**config.mk**
```make
export PLATFORM = sky130hd
export DESIGN_NAME = acc_datapath
export DESIGN_NICKNAME = d
export VERILOG_FILES = /design/src/rtl/acc_datapath.sv
export SDC_FILE = /design/constraint.sdc
export NUM_CORES = 1
export LEC_CHECK = 0
export BUFFER_PORTS_ARGS = -buffer_cell sky130_fd_sc_hd__buf_4
export CORE_UTILIZATION = 50
export DETAILED_ROUTE_END_ITERATION = 10
export GPL_ROUTABILITY_DRIVEN = 0
export PLACE_DENSITY_LB_ADDON = 0.3
export SLEW_MARGIN = 5
export SYNTH_ARGS = -nofsm -noshare
export SYNTH_HDL_FRONTEND = slang
export SYNTH_SLANG_ARGS = --single-unit
```
**constraint.sdc**
```tcl
create_clock -name clk -period 5 [get_ports clk]
set_clock_uncertainty 0.2 [all_clocks]
set_input_delay 0 -clock clk [delete_from_list [all_inputs] [get_ports clk]]
set_output_delay 0 -clock clk [all_outputs]
set_load 0.05 [all_outputs]
```
**src/rtl/acc_datapath.sv**
```systemverilog
// Element-wise adder datapath: S[i] = A[i] + B[i] over a sync SRAM port, driven by controller strobes.
// Optional ACC_SAT_ADD_EN: signed-saturating add instead of wrapping add.
module acc_datapath #(
    parameter int unsigned DATA_W = 32,
    parameter int unsigned ADDR_W = 16,
    parameter int unsigned IDX_W  = 16
) (
    input  logic              clk,
    input  logic              reset,
    input  logic [31:0]       to_hw_data,
    input  logic              load_len,
    input  logic              load_addr_a,
    input  logic              load_addr_b,
    input  logic              load_addr_s,
    input  logic              load_a,
    input  logic              load_b,
    input  logic              load_s,
    input  logic [1:0]        addrmux_sel,
    input  logic              addrinput_sel,
    input  logic              mem_write,
    output logic [ADDR_W-1:0] mem_addr,
    output logic [DATA_W-1:0] mem_wdata,
    output logic              mem_ce,
    output logic              mem_we,
    input  logic [DATA_W-1:0] mem_rdata,
    output logic [31:0]       len_q,
    output logic [IDX_W-1:0]  elem_idx,
    output logic [DATA_W-1:0] s_q,
    output logic              ovf_flag
);

    localparam logic [DATA_W-1:0] SatMax = {1'b0, {(DATA_W-1){1'b1}}};
    localparam logic [DATA_W-1:0] SatMin = {1'b1, {(DATA_W-1){1'b0}}};

    logic [ADDR_W-1:0] base_a_q, base_b_q, base_s_q;
    logic [DATA_W-1:0] a_q, b_q;
    logic [ADDR_W-1:0] base_sel;
    logic [ADDR_W-1:0] idx_ext;
    logic [DATA_W-1:0] sum_raw;
    logic [DATA_W-1:0] sum_d;
    logic              ovf;
    logic              port_write;

    always_comb begin
        case (addrmux_sel)
            2'd1:    base_sel = base_b_q;
            2'd2:    base_sel = base_s_q;
            default: base_sel = base_a_q;
        endcase
        idx_ext  = ADDR_W'(elem_idx);
        mem_addr = base_sel + idx_ext;
    end

    // Port strobes are forced low while reset is held so the SRAM sees no access.
    assign mem_ce     = addrinput_sel & ~reset;
    assign mem_we     = addrinput_sel & mem_write & ~reset;
    assign mem_wdata  = s_q;
    assign port_write = addrinput_sel & mem_write;

    always_comb begin
        sum_raw = a_q + b_q;
        ovf     = (a_q[DATA_W-1] == b_q[DATA_W-1]) && (sum_raw[DATA_W-1] != a_q[DATA_W-1]);
`ifdef ACC_SAT_ADD_EN
        if (ovf) begin
            sum_d = a_q[DATA_W-1] ? SatMin : SatMax;
        end else begin
            sum_d = sum_raw;
        end
`else
        sum_d = sum_raw;
`endif
    end

    always_ff @(posedge clk or posedge reset) begin
        if (reset) begin
            len_q    <= '0;
            base_a_q <= '0;
            base_b_q <= '0;
            base_s_q <= '0;
            a_q      <= '0;
            b_q      <= '0;
            s_q      <= '0;
        end else begin
            if (load_len)    len_q    <= to_hw_data;
            if (load_addr_a) base_a_q <= to_hw_data[ADDR_W-1:0];
            if (load_addr_b) base_b_q <= to_hw_data[ADDR_W-1:0];
            if (load_addr_s) base_s_q <= to_hw_data[ADDR_W-1:0];
            if (load_a)      a_q      <= mem_rdata;
            if (load_b)      b_q      <= mem_rdata;
            if (load_s)      s_q      <= sum_d;
        end
    end

    // load_len takes priority over an index advance or overflow in the same cycle.
    always_ff @(posedge clk or posedge reset) begin
        if (reset) begin
            elem_idx <= '0;
            ovf_flag <= 1'b0;
        end else if (load_len) begin
            elem_idx <= '0;
            ovf_flag <= 1'b0;
        end else begin
            if (port_write)   elem_idx <= elem_idx + IDX_W'(1);
            if (load_s && ovf) ovf_flag <= 1'b1;
        end
    end

endmodule

```
==> summary.md, run 1 <==
| Metric | Value |
|---|---|
| Number of warnings reported in the yosys synthesis log | 0 |
| Top-area cell type share of the netlist area | 47.7% |
| Area growth from synthesis to layout | 29.7% |
| Number of enable-type register cells in the synthesized netlist | 0 |
| Clock insertion delay at the later pin of the skew report | 430 ps |
| Die Width | 144 µm |
| Sequential-to-total area share from yosys stat | 47.7% |
| Net Count, Synth | 1,002 |
| Cell Count Post-Placement | 1,288 |
| Library cell occupying the most area in the post-synthesis netlist | sky130_fd_sc_hd__dfrtp_1 |
| Number of ports placed on the die boundary | 208 |
| Total grt overflow | 0 |
| Antenna violations before repair | 0 |
| Pwr per Cell Area | around 440 nW/µm² |
| Async set-or-reset flop fraction in the synthesized netlist | 100% |
| 1st-pass router iterations | 4 |
| DRC Markers | 0 |
| Remaining number of nets flagged by the antenna check after routing | 0 |
| Element type at the critical path end | primary output |
| Global router's overall resource usage | 23.1% |
| Fillcell total | 1,511 |
| Root Buffer | sky130_fd_sc_hd__clkbuf_16 |
| Vias in the first global route | 7,548 |
| Run status | completed |
| Placement Rows | between 50 and 60 |
| Post-synthesis instance area | 10,100 µm² |
| Utilization after layout | 66.8% |
| Total number of clock tree sinks | 193 |
| Longest Clk Path Bufs | 2 |
| Setup Viol. Count Final | 0 |
| Count of unique library cells instantiated by Yosys | 59 |
| HP Class | input pin to async pin |
| Via-per-instance ratio | 5.36 |
| Area of the placeable core | about 20,000 µm² |
| Most used standard cell by instance count after synthesis | sky130_fd_sc_hd__dfrtp_1 |
| CTS buffer count | 17 |
| Total die area | 20,800 µm² |
| Largest net degree at the start of global routing | 160 |
| Die Y | 144 µm |
| Share of layout cells above drive strength 1 | 37.6% |
| CP Max Fanout | 3 |
| Max-slew violation total from the final report | 0 |
| Max-capacitance violation count | 0 |
| #FFs+latches synth | 193 |
| Number of hold-slack violations in the final timing report | 0 |
| Arrival time of the worst setup path | roughly 3700 ps |
| Max H-tree Level | 4 |
| Syn Inst Count | 874 |
| Max Fclk | 260 MHz |
| Wire length of the first global-routing pass | 37,300 µm |
| Actual transition at the worst max-transition pin | 842 ps |
| Initial core utilization | 51.5% |
| # Post-CTS Setup Buffers | 0 |
| Clock input transition at the sequential cells of the worst setup and hold paths | 80 ps |
| P_leak | 6.00 nW |
| Nets | 1,252 |
| DP Worst Slack | 1380 ps |
| Top cells by count, synth | sky130_fd_sc_hd__dfrtp_1 (193), sky130_fd_sc_hd__mux2_2 (169), sky130_fd_sc_hd__ha_1 (49), sky130_fd_sc_hd__nand2_1 (49), sky130_fd_sc_hd__nor2_1 (49) |
| Unrepaired setup endpoints after global routing | false |
| Data required time at the worst endpoint | 4800 ps |
| Routed length per placed instance | 16.6 µm |
| Post-route setup TNS | 0 ps |
| Detailed Place HPWL | approximately 16,000 µm |
| Count of input and output buffers | 207 |
| Fin crit period | 3850 ps |
| Diodes inserted | 0 |
| CP startpoint kind | flip-flop |
| TritonCTS clock tree | yes |
| Worst vdd rail ir drop | 0.255 mV |
| Final wirelength | 23,200 µm |
| Synth top area cells | sky130_fd_sc_hd__dfrtp_1 (48%), sky130_fd_sc_hd__mux2_2 (19%), sky130_fd_sc_hd__ha_1 (6.1%) |
| CP Class | flip-flop to primary output |
| Slew margin rel. | 43.8% |
| Primary flip-flop cell chosen by synthesis mapping | sky130_fd_sc_hd__dfrtp_1 |
| Number of DRC markers in iteration 0 | 308 |
| Depth of the worst register-to-register path | 11 |
| Number of vias in the routed layout | 7,518 |
| Post-route worst setup slack | 1150 ps |
| Fin crit share | 77.1% |
| Post-Syn Area per Cell | 11.6 µm² |
| Final Instance Count excl. Fillers | 1,402 |
cells by family after synthesis:
logic type      Yosys count  synth area share (%)
flops                   193                  47.7
xor+xnor                 55                  4.76
compound gates          160                  10.4
buf+inv                  83                  4.26
simple gates            161                  7.42
fa+ha+maj                51                  6.45
mux                     171                  19.0
worst paths after layout:
kind	startpoint	endpoint	slack [ps]
setup / recovery	base_b_q[0]	mem_addr[14]	1150
hold / removal	reset	len_q[31]	60
max in group asynchronous	reset	b_q[15]	3290
setup reg to reg	a_q[0]	mem_wdata[28]	1770
min in group clk	to_hw_data[16]	len_q[16]	130
hold reg to reg	ovf_flag	ovf_flag	290
critical path: stages (launching register included):
cell and delay, ps:
sky130_fd_sc_hd__dfrtp_1 370, sky130_fd_sc_hd__a22oi_1 80, sky130_fd_sc_hd__o21ai_0 200, sky130_fd_sc_hd__ha_1 220
sky130_fd_sc_hd__inv_1 60, sky130_fd_sc_hd__fa_1 400, sky130_fd_sc_hd__nor2b_1 130, sky130_fd_sc_hd__o21ai_0 100
sky130_fd_sc_hd__a21boi_0 330, sky130_fd_sc_hd__o211ai_1 180, sky130_fd_sc_hd__a21o_1 230, sky130_fd_sc_hd__a31oi_1 270
sky130_fd_sc_hd__a21o_1 180, sky130_fd_sc_hd__a21oi_1 80, sky130_fd_sc_hd__xnor2_1 160, sky130_fd_sc_hd__buf_4 220
flip-flops by register name (all words and copies together) (netlist names):
name       cells
ovf_flag       1
base_b_q      16
a_q           32
mem_wdata     32
b_q           32
base_a_q      16
elem_idx      16
len_q         32
base_s_q      16
placed cells by master, fill, tap and decap left out, types with 3 or more instances in the layout:
| master | synthesis | layout |
|---|---|---|
| sky130_fd_sc_hd__nand4_1 | 9 | 9 |
| sky130_fd_sc_hd__o21ai_0 | 32 | 32 |
| sky130_fd_sc_hd__xor2_1 | 19 | 19 |
| sky130_fd_sc_hd__nor2b_1 | 7 | 7 |
| sky130_fd_sc_hd__xnor2_1 | 36 | 36 |
| sky130_fd_sc_hd__buf_4 | 32 | 210 |
| sky130_fd_sc_hd__a21o_1 | 19 | 19 |
| sky130_fd_sc_hd__dfrtp_1 | 193 | 193 |
| sky130_fd_sc_hd__a31oi_1 | 4 | 4 |
| sky130_fd_sc_hd__dlygate4sd3_1 | 0 | 82 |
| sky130_fd_sc_hd__nor2_1 | 49 | 49 |
| sky130_fd_sc_hd__and2_1 | 6 | 6 |
| sky130_fd_sc_hd__a211oi_1 | 3 | 3 |
| sky130_fd_sc_hd__ha_1 | 49 | 49 |
| sky130_fd_sc_hd__nand3b_1 | 3 | 3 |
| sky130_fd_sc_hd__o211ai_1 | 4 | 4 |
| sky130_fd_sc_hd__clkbuf_16 | 0 | 17 |
| sky130_fd_sc_hd__inv_1 | 21 | 20 |
| sky130_fd_sc_hd__inv_6 | 0 | 4 |
| sky130_fd_sc_hd__inv_8 | 0 | 4 |
| sky130_fd_sc_hd__clkinv_8 | 0 | 4 |
| sky130_fd_sc_hd__o21bai_1 | 3 | 3 |
| sky130_fd_sc_hd__nand2_1 | 49 | 49 |
| sky130_fd_sc_hd__mux2_2 | 169 | 169 |
| sky130_fd_sc_hd__a21oi_2 | 3 | 3 |
| sky130_fd_sc_hd__a22oi_1 | 17 | 17 |
| sky130_fd_sc_hd__nor3_1 | 4 | 4 |
| sky130_fd_sc_hd__nand3_1 | 15 | 15 |
| sky130_fd_sc_hd__a21oi_1 | 45 | 45 |
| sky130_fd_sc_hd__and3_1 | 6 | 6 |
| sky130_fd_sc_hd__o21ai_1 | 5 | 5 |
power by group:
part | internal (W) | switching (W) | leakage, nW | total (W)
combinational | 0.000847 | 0.00157 | 3.41 | 0.00241
sequential | 0.00179 | 0.000165 | 2.29 | 0.00196
clock | 0.000689 | 0.000678 | 0.295 | 0.00137
per-stage QoR:
stage	power, W	instance area [µm²]	hold WS, ps
after floorplan	0.00380	10100	-48.3
after global placement	0.00431	11700	-28.5
after detailed placement	0.00434	11700	-23.1
after CTS	0.00577	13100	67.5
after global routing	0.00601	13100	120
final	0.00574	13100	56.4
routing by layer:
layer  up-vias  track usage [%]  wire, µm
li1       3596                -         -
met1      3682             29.9     10300
met2       211             38.9     11400
met3        29             4.47      1170
met4         0             7.53       344
met5         -                0         0
timing repair:
action | in CTS | in global routing
gates resized for setup | 0 | 0
hold buffers | 82 | 0
endpoints found under the hold margin | 227 | 0
layout make-up:
type                    instances  area, µm²  area share, %
flip-flops and latches        193       4830           36.8
multi-input cells             598       4860           37.0
well taps                     265        332           2.53
repair buffers                293       2420           18.4
clock inverters                14        163           1.24
clock buffers                  18        439           3.35
inverters                      21       82.6          0.629
(Power assumes the default switching activity.)
==> run 2: changes to the inputs <==
--- a/config.mk
+++ b/config.mk
@@ -6,7 +6,7 @@
 export NUM_CORES = 1
 export LEC_CHECK = 0
 export BUFFER_PORTS_ARGS = -buffer_cell sky130_fd_sc_hd__buf_4
-export CORE_UTILIZATION = 50
+export CORE_UTILIZATION = 56
 export DETAILED_ROUTE_END_ITERATION = 10
 export GPL_ROUTABILITY_DRIVEN = 0
 export PLACE_DENSITY_LB_ADDON = 0.3
==> constraint.sdc (replaced) <==
create_clock -name clk -period 3.7 [get_ports clk]
set_clock_uncertainty 0.2 [all_clocks]
set_input_delay 0 -clock clk [delete_from_list [all_inputs] [get_ports clk]]
set_output_delay 0 -clock clk [all_outputs]
set_load 0.05 [all_outputs]
==> summary.md, run 2 (synthesized netlist as in run 1, its figures left out) <==
| Metric | Value |
|---|---|
| Run status | completed (unchanged) |
| Worst path max stage delay | 390 ps (was 400 ps) |
| Routed length per placed instance | 17.7 µm (was 16.6 µm) |
| Setup Viol. Count Final | 0 (unchanged) |
| Area of the placeable core | 17,500 µm² (was 19,700 µm²) |
| Diodes inserted | 0 (unchanged) |
| HP Class | input pin to async pin (unchanged) |
| 1st-pass router iterations | 5 (was 4) |
| Die Width | 136 µm (was 144 µm) |
| Count of buffer and inverter cells on the critical path | 1 (was 2) |
| Total die area | 18,600 µm² (was 20,800 µm²) |
| Worst vdd rail ir drop | 0.582 mV (was 0.255 mV) |
| Slack of the worst reg-to-reg path | 410 ps (was 1770 ps) |
| Root Buffer | sky130_fd_sc_hd__clkbuf_16 (unchanged) |
| Pwr per Cell Area | 578 nW/µm² (was 437 nW/µm²) |
| Initial core utilization | 57.9% (was 51.5%) |
| Remaining number of nets flagged by the antenna check after routing | 0 (unchanged) |
| Vias in the first global route | 8,092 (was 7,548) |
| Number of DRC markers in iteration 0 | 430 (was 308) |
| Total number of clock tree sinks | 193 (unchanged) |
| Depth of the worst register-to-register path | 11 (unchanged) |
| Max-capacitance violation count | 0 (unchanged) |
| DRC Markers | 0 (unchanged) |
| Crit path max-delay family | compound AO/OA/AOI/OAI gates (unchanged) |
| Critical path destination | mem_addr[15] (was mem_addr[14]) |
| Total grt overflow | 0 (unchanged) |
| Share of layout cells above drive strength 1 | 38.3% (was 37.6%) |
| P_leak | 6.11 nW (was 6.00 nW) |
| Unrepaired setup endpoints after global routing | true (was false) |
| Count of input and output buffers | 207 (unchanged) |
| Longest Clk Path Bufs | 2 (unchanged) |
| Antenna violations before repair | 0 (unchanged) |
| Actual transition at the worst max-transition pin | 970 ps (was 842 ps) |
| Number of hold-slack violations in the final timing report | 0 (unchanged) |
| Crit. path cell count | 13 (was 15) |
| Cell breakdown of the critical path | a22oi_2 -> o21ai_2 -> ha_1 -> a21o_1 -> a21oi_2 -> o21ai_2 -> a2111o_1 -> a41o_1 -> o41a_1 -> a21o_1 -> a21oi_2 -> xnor2_1 -> buf_4 (was a22oi_1 -> o21ai_0 -> ha_1 -> inv_1 -> fa_1 -> nor2b_1 -> o21ai_0 -> a21boi_0 -> o211ai_1 -> a21o_1 -> a31oi_1 -> a21o_1 -> a21oi_1 -> xnor2_1 -> buf_4) |
| Final wirelength | 24,600 µm (was 23,200 µm) |
| Fin crit period | 3640 ps |
| Largest net degree at the start of global routing | 63 (was 160) |
| Slew margin rel. | 35.2% (was 43.8%) |
| Commonest non-fill, non-tap cell in the layout | sky130_fd_sc_hd__buf_4 (unchanged) |
| Clock insertion delay at the later pin of the skew report | 430 ps (about the same) |
| Area growth from synthesis to layout | 31.8% (was 29.7%) |
| Number of ports placed on the die boundary | 208 (unchanged) |
| CP Class | flip-flop to primary output (unchanged) |
| Fin crit share | 98.5% |
| Die Y | 136 µm (was 144 µm) |
| Arrival time of the worst setup path | 3440 ps (was 3650 ps) |
| Critical path's slowest cell | sky130_fd_sc_hd__dfrtp_1 (was sky130_fd_sc_hd__fa_1) |
| Number of vias in the routed layout | 7,763 (was 7,518) |
| DP Worst Slack | 144 ps (was 1380 ps) |
| Global router's overall resource usage | 27.9% (was 23.1%) |
| Post-route setup TNS | 0 ps (unchanged) |
| Wire length of the first global-routing pass | 40,100 µm (was 37,300 µm) |
| CTS buffer count | 17 (unchanged) |
| Most frequent cells in the layout | sky130_fd_sc_hd__buf_4 (219), sky130_fd_sc_hd__dfrtp_1 (193), sky130_fd_sc_hd__mux2_2 (169) (was sky130_fd_sc_hd__buf_4 (210), sky130_fd_sc_hd__dfrtp_1 (193), sky130_fd_sc_hd__mux2_2 (169)) |
| Max H-tree Level | 4 (unchanged) |
| Startpoint of the most critical setup path | base_b_q[1] (was base_b_q[0]) |
| CP startpoint kind | flip-flop (unchanged) |
| Detailed Place HPWL | 16,000 µm (was 15,600 µm) |
| End of the worst register-to-register path | mem_wdata[28] (unchanged) |
| Max Fclk | approximately 270 MHz |
| Via-per-instance ratio | 5.58 (was 5.36) |
| Element type at the critical path end | primary output (unchanged) |
| Nets | 1,281 (was 1,252) |
| Clock input transition at the sequential cells of the worst setup and hold paths | 80 ps (about the same) |
| Post-route worst setup slack | 56.4 ps (was 1150 ps) |
| TritonCTS clock tree | yes (unchanged) |
| R2R Path Start | a_q[0] (unchanged) |
| Placement Rows | 48 (was 51) |
| Data required time at the worst endpoint | 3500 ps (was 4800 ps) |
| Max-slew violation total from the final report | 0 (unchanged) |
| CP Max Fanout | 2 (was 3) |
## run 2: cell types whose count changed in the layout (fill, tap and decap cells not counted), sizes merged
cell	delta
clkinvlp	+2
inv	-1
buf	+12
clkbuf	-1
dlygate4sd3	+17
clkinv	-1
## run 2: worst min path at each step
stage,start,endpoint,slack [ps],cells after the start
floorplan,mem_rdata[30],a_q[30],-50,1
global route,to_hw_data[17],len_q[17],150,3
CTS,to_hw_data[29],len_q[29],130,3
finish,reset,len_q[1],150,3
global placement,to_hw_data[28],len_q[28],30,2
detailed placement,to_hw_data[24],len_q[24],40,2
## run 2: layout make-up
type,instances,area (µm²)
multi-input cells,598,4900
flip-flops and latches,193,4830
fillers,1136,4140
repair buffers,322,2700
clock buffers,17,425
well taps,225,282
clock inverters,14,124
inverters,21,82.6
## run 2: stage by stage
step | power (W) | hold WS [ps] | cells | util (%) | instance area (µm²)
global placement | 0.00581 | 32.1 | 1252 | 67.0 | 11700
floorplan | 0.00514 | -48.3 | 874 | - | 10100
global route | 0.00806 | 147 | 1390 | 76.3 | 13300
finish | 0.00771 | 146 | 1390 | 76.3 | 13300
CTS | 0.00772 | 128 | 1389 | 76.1 | 13300
detailed placement | 0.00587 | 36.9 | 1252 | 67.0 | 11700
## run 2: worst reg2reg max path, cell delays in order (launching register included)
cell	delay, ps
sky130_fd_sc_hd__dfrtp_1	390
sky130_fd_sc_hd__ha_1	230
sky130_fd_sc_hd__fa_1	420
sky130_fd_sc_hd__a21o_1	190
sky130_fd_sc_hd__o2bb2ai_1	180
sky130_fd_sc_hd__o31a_1	380
sky130_fd_sc_hd__o21ba_2	270
sky130_fd_sc_hd__o221ai_2	280
sky130_fd_sc_hd__o21ai_1	130
sky130_fd_sc_hd__a21oi_1	180
sky130_fd_sc_hd__xnor2_1	70
sky130_fd_sc_hd__mux2_2	260
## run 2: what timing repair did
action                     4_1_cts  5_1_grt
hold endpoints to repair       231        0
resized for setup                4        9
hold buffers                    99        0
setup endpoints to repair        2        6
gates cloned                     0        0
pin swaps                       10        6
buffers inserted                 7        2
## run 2: power breakdown
| part | internal [W] | total, W | leakage, nW | switching, W |
|---|---|---|---|---|
| clock network | 0.000882 | 0.00175 | 0.266 | 0.000863 |
| registers | 0.00242 | 0.00264 | 2.29 | 0.000223 |
| logic | 0.00118 | 0.00332 | 3.55 | 0.00214 |
## run 2: routing by layer
layer	GRT usage [%]	wire (µm)
met1	34.1	10200
met2	48.7	12700
met3	6.11	1240
met4	9.07	461
met5	0	0
==> run 3: changes to the inputs <==
--- a/config.mk
+++ b/config.mk
@@ -7,9 +7,10 @@
 export LEC_CHECK = 0
 export BUFFER_PORTS_ARGS = -buffer_cell sky130_fd_sc_hd__buf_4
 export CORE_UTILIZATION = 56
+export CTS_BUF_LIST = sky130_fd_sc_hd__clkbuf_16
 export DETAILED_ROUTE_END_ITERATION = 10
 export GPL_ROUTABILITY_DRIVEN = 0
-export PLACE_DENSITY_LB_ADDON = 0.3
+export PLACE_DENSITY_LB_ADDON = 0.12
 export SLEW_MARGIN = 5
 export SYNTH_ARGS = -nofsm -noshare
 export SYNTH_HDL_FRONTEND = slang
==> summary.md, run 3 (synthesized netlist as in run 1, its figures left out) <==
| Metric | Value |
|---|---|
| Run status | complete, but fails checks (was completed) |
| Failing checks | negative setup slack |
| TritonCTS clock tree | yes (unchanged) |
| DRC Markers | 0 (unchanged) |
| Crit path max-delay family | compound AO/OA/AOI/OAI gates (unchanged) |
| Startpoint of the most critical setup path | base_b_q[1] (unchanged) |
| Max H-tree Level | 4 (unchanged) |
| Detailed Place HPWL | 15,700 µm (was 16,000 µm) |
| Root Buffer | sky130_fd_sc_hd__clkbuf_16 (unchanged) |
| HP Class | input pin to flip-flop (was input pin to async pin) |
| Slack of the worst reg-to-reg path | 440 ps (was 410 ps) |
| Actual transition at the worst max-transition pin | 752 ps (was 970 ps) |
| Clock input transition at the sequential cells of the worst setup and hold paths | 80 ps (about the same) |
| Vias in the first global route | 7,765 (was 8,092) |
| Clock insertion delay at the later pin of the skew report | 440 ps (was 430 ps) |
| Number of ports placed on the die boundary | 208 (unchanged) |
| End of the worst register-to-register path | mem_wdata[30] (was mem_wdata[28]) |
| Area growth from synthesis to layout | 31.6% (was 31.8%) |
| Final wirelength | 23,500 µm (was 24,600 µm) |
| Count of buffer and inverter cells on the critical path | 1 (unchanged) |
| Max-slew violation total from the final report | 0 (unchanged) |
| Longest Clk Path Bufs | 2 (unchanged) |
| Die Y | 136 µm (unchanged) |
| Via-per-instance ratio | 5.48 (was 5.58) |
| CTS buffer count | 17 (unchanged) |
| Crit. path cell count | 13 (unchanged) |
| Critical path's slowest cell | sky130_fd_sc_hd__a2111o_1 (was sky130_fd_sc_hd__dfrtp_1) |
| Pwr per Cell Area | 583 nW/µm² (was 578 nW/µm²) |
| Total die area | 18,600 µm² (unchanged) |
| Global router's overall resource usage | 26.2% (was 27.9%) |
| Worst vdd rail ir drop | 0.551 mV (was 0.582 mV) |
| Setup Viol. Count Final | 1 (was 0) |
| Commonest non-fill, non-tap cell in the layout | sky130_fd_sc_hd__buf_4 (unchanged) |
| Sequential standard cell area | 4830 µm² (unchanged) |
| Worst path max stage delay | 440 ps (was 390 ps) |
| Slew margin rel. | 49.9% (was 35.2%) |
| Final Instance Count excl. Fillers | 1,386 (was 1,390) |
| Total number of clock tree sinks | 193 (unchanged) |
| Antenna violations before repair | 0 (unchanged) |
| R2R Path Start | a_q[0] (unchanged) |
| CP Max Fanout | 2 (unchanged) |
| Routed length per placed instance | 17.0 µm (was 17.7 µm) |
| Cell breakdown of the critical path | a22oi_2 -> o21ai_2 -> ha_1 -> a21o_1 -> a21oi_2 -> o21ai_2 -> a2111o_1 -> a41o_1 -> o41a_1 -> a21o_1 -> a21oi_2 -> xnor2_1 -> buf_4 (unchanged) |
| P_leak | 6.11 nW (about the same) |
| Arrival time of the worst setup path | 3550 ps (was 3440 ps) |
| Critical path destination | mem_addr[15] (unchanged) |
| DP Worst Slack | 208 ps (was 144 ps) |
| Depth of the worst register-to-register path | 11 (unchanged) |
| Post-route worst setup slack | -50.5 ps (was 56.4 ps) |
| Element type at the critical path end | primary output (unchanged) |
| Cell Count Post-Placement | 1,253 (was 1,252) |
| Remaining number of nets flagged by the antenna check after routing | 0 (unchanged) |
| CP startpoint kind | flip-flop (unchanged) |
| Count of input and output buffers | 207 (unchanged) |
| Unrepaired setup endpoints after global routing | true (unchanged) |
| Initial core utilization | 57.9% (unchanged) |
| 1st-pass router iterations | 5 (unchanged) |
| Placement Rows | 48 (unchanged) |
| Combined area of the multi-input logic cells | 4890 µm² (was 4900 µm²) |
| Most frequent cells in the layout | sky130_fd_sc_hd__buf_4 (217), sky130_fd_sc_hd__dfrtp_1 (193), sky130_fd_sc_hd__mux2_2 (169) (was sky130_fd_sc_hd__buf_4 (219), sky130_fd_sc_hd__dfrtp_1 (193), sky130_fd_sc_hd__mux2_2 (169)) |
| Wire length of the first global-routing pass | 38,000 µm (was 40,100 µm) |
| Fin crit period | 3750 ps (was 3640 ps) |
| Fillcell total | 1,149 (was 1,136) |
| Max-capacitance violation count | 0 (unchanged) |
| Die Width | 136 µm (unchanged) |
| Number of vias in the routed layout | 7,602 (was 7,763) |
| Number of hold-slack violations in the final timing report | 0 (unchanged) |
| Max Fclk | 267 MHz (was 274 MHz) |
| Nets | 1,277 (was 1,281) |
| Largest net degree at the start of global routing | 136 (was 63) |
| Area of the placeable core | 17,500 µm² (unchanged) |
| Total power | 0.00776 W (was 0.00771 W) |
| Diodes inserted | 0 (unchanged) |
| Total grt overflow | 0 (unchanged) |
| Fin crit share | 101% (was 98.5%) |
| Data required time at the worst endpoint | 3500 ps (about the same) |
| CP Class | flip-flop to primary output (unchanged) |
| Share of layout cells above drive strength 1 | 37.9% (was 38.3%) |
| Number of DRC markers in iteration 0 | 335 (was 430) |
## run 3: layout make-up
type	instances	area share, %
Timing Repair Buffer	318	19.9
Multi-Input combinational cell	598	36.7
Inverter	21	0.620
Clock inverter	14	1.18
Tap cell	225	2.11
Clock buffer	17	3.19
Sequential cell	193	36.3
## run 3: where the power goes
part | internal, W | switching, W
clock | 0.000906 | 0.000903
sequential | 0.00242 | 0.000222
combinational | 0.00118 | 0.00213
## run 3: worst min-delay path by stage
stage | to | start | depth (start not counted) | slack, ps
final | len_q[31] | to_hw_data[31] | 3 | 140
after global routing | a_q[9] | mem_rdata[9] | 3 | 140
after CTS | a_q[7] | mem_rdata[7] | 3 | 130
after detailed placement | len_q[26] | to_hw_data[26] | 2 | 40
after global placement | len_q[16] | to_hw_data[16] | 2 | 30
after floorplan | a_q[30] | mem_rdata[30] | 1 | -50
## run 3: metal layers
layer  vias to the layer above  track usage (%)  share of wire [%]
li1                       3640                -                  -
met1                      3728             32.2                 42
met2                       203             46.1                 52
met3                        31             5.70                4.5
met4                         0             7.10                1.4
met5                         -                0                  0
## run 3: metrics by stage
step / TNS, ps / hold WS (ps) / cell area (µm²) / utilization, %
2_1_floorplan: 0 / -48.3 / 10100 / -
4_1_cts: -145 / 128 / 13300 / 76.0
5_1_grt: -383 / 145 / 13300 / 76.2
3_3_place_gp: 0 / 33.2 / 11700 / 66.9
3_5_place_dp: 0 / 37.0 / 11700 / 66.9
6_report: -50.5 / 138 / 13300 / 76.2
## run 3: worst min-delay path: cells and delay by family
| kind | cells | cell delay (ps) |
|---|---|---|
| buffers and inverters | 2 | 620 |
| multiplexers | 1 | 130 |
## run 3: timing repair
| item | 4_1_cts | 5_1_grt |
|---|---|---|
| pin swaps | 11 | 8 |
| endpoints found under the hold margin | 386 | 0 |
| buffers inserted | 3 | 2 |
| hold buffers | 98 | 0 |
| setup endpoints to repair | 2 | 4 |
| gates resized for setup | 4 | 5 |
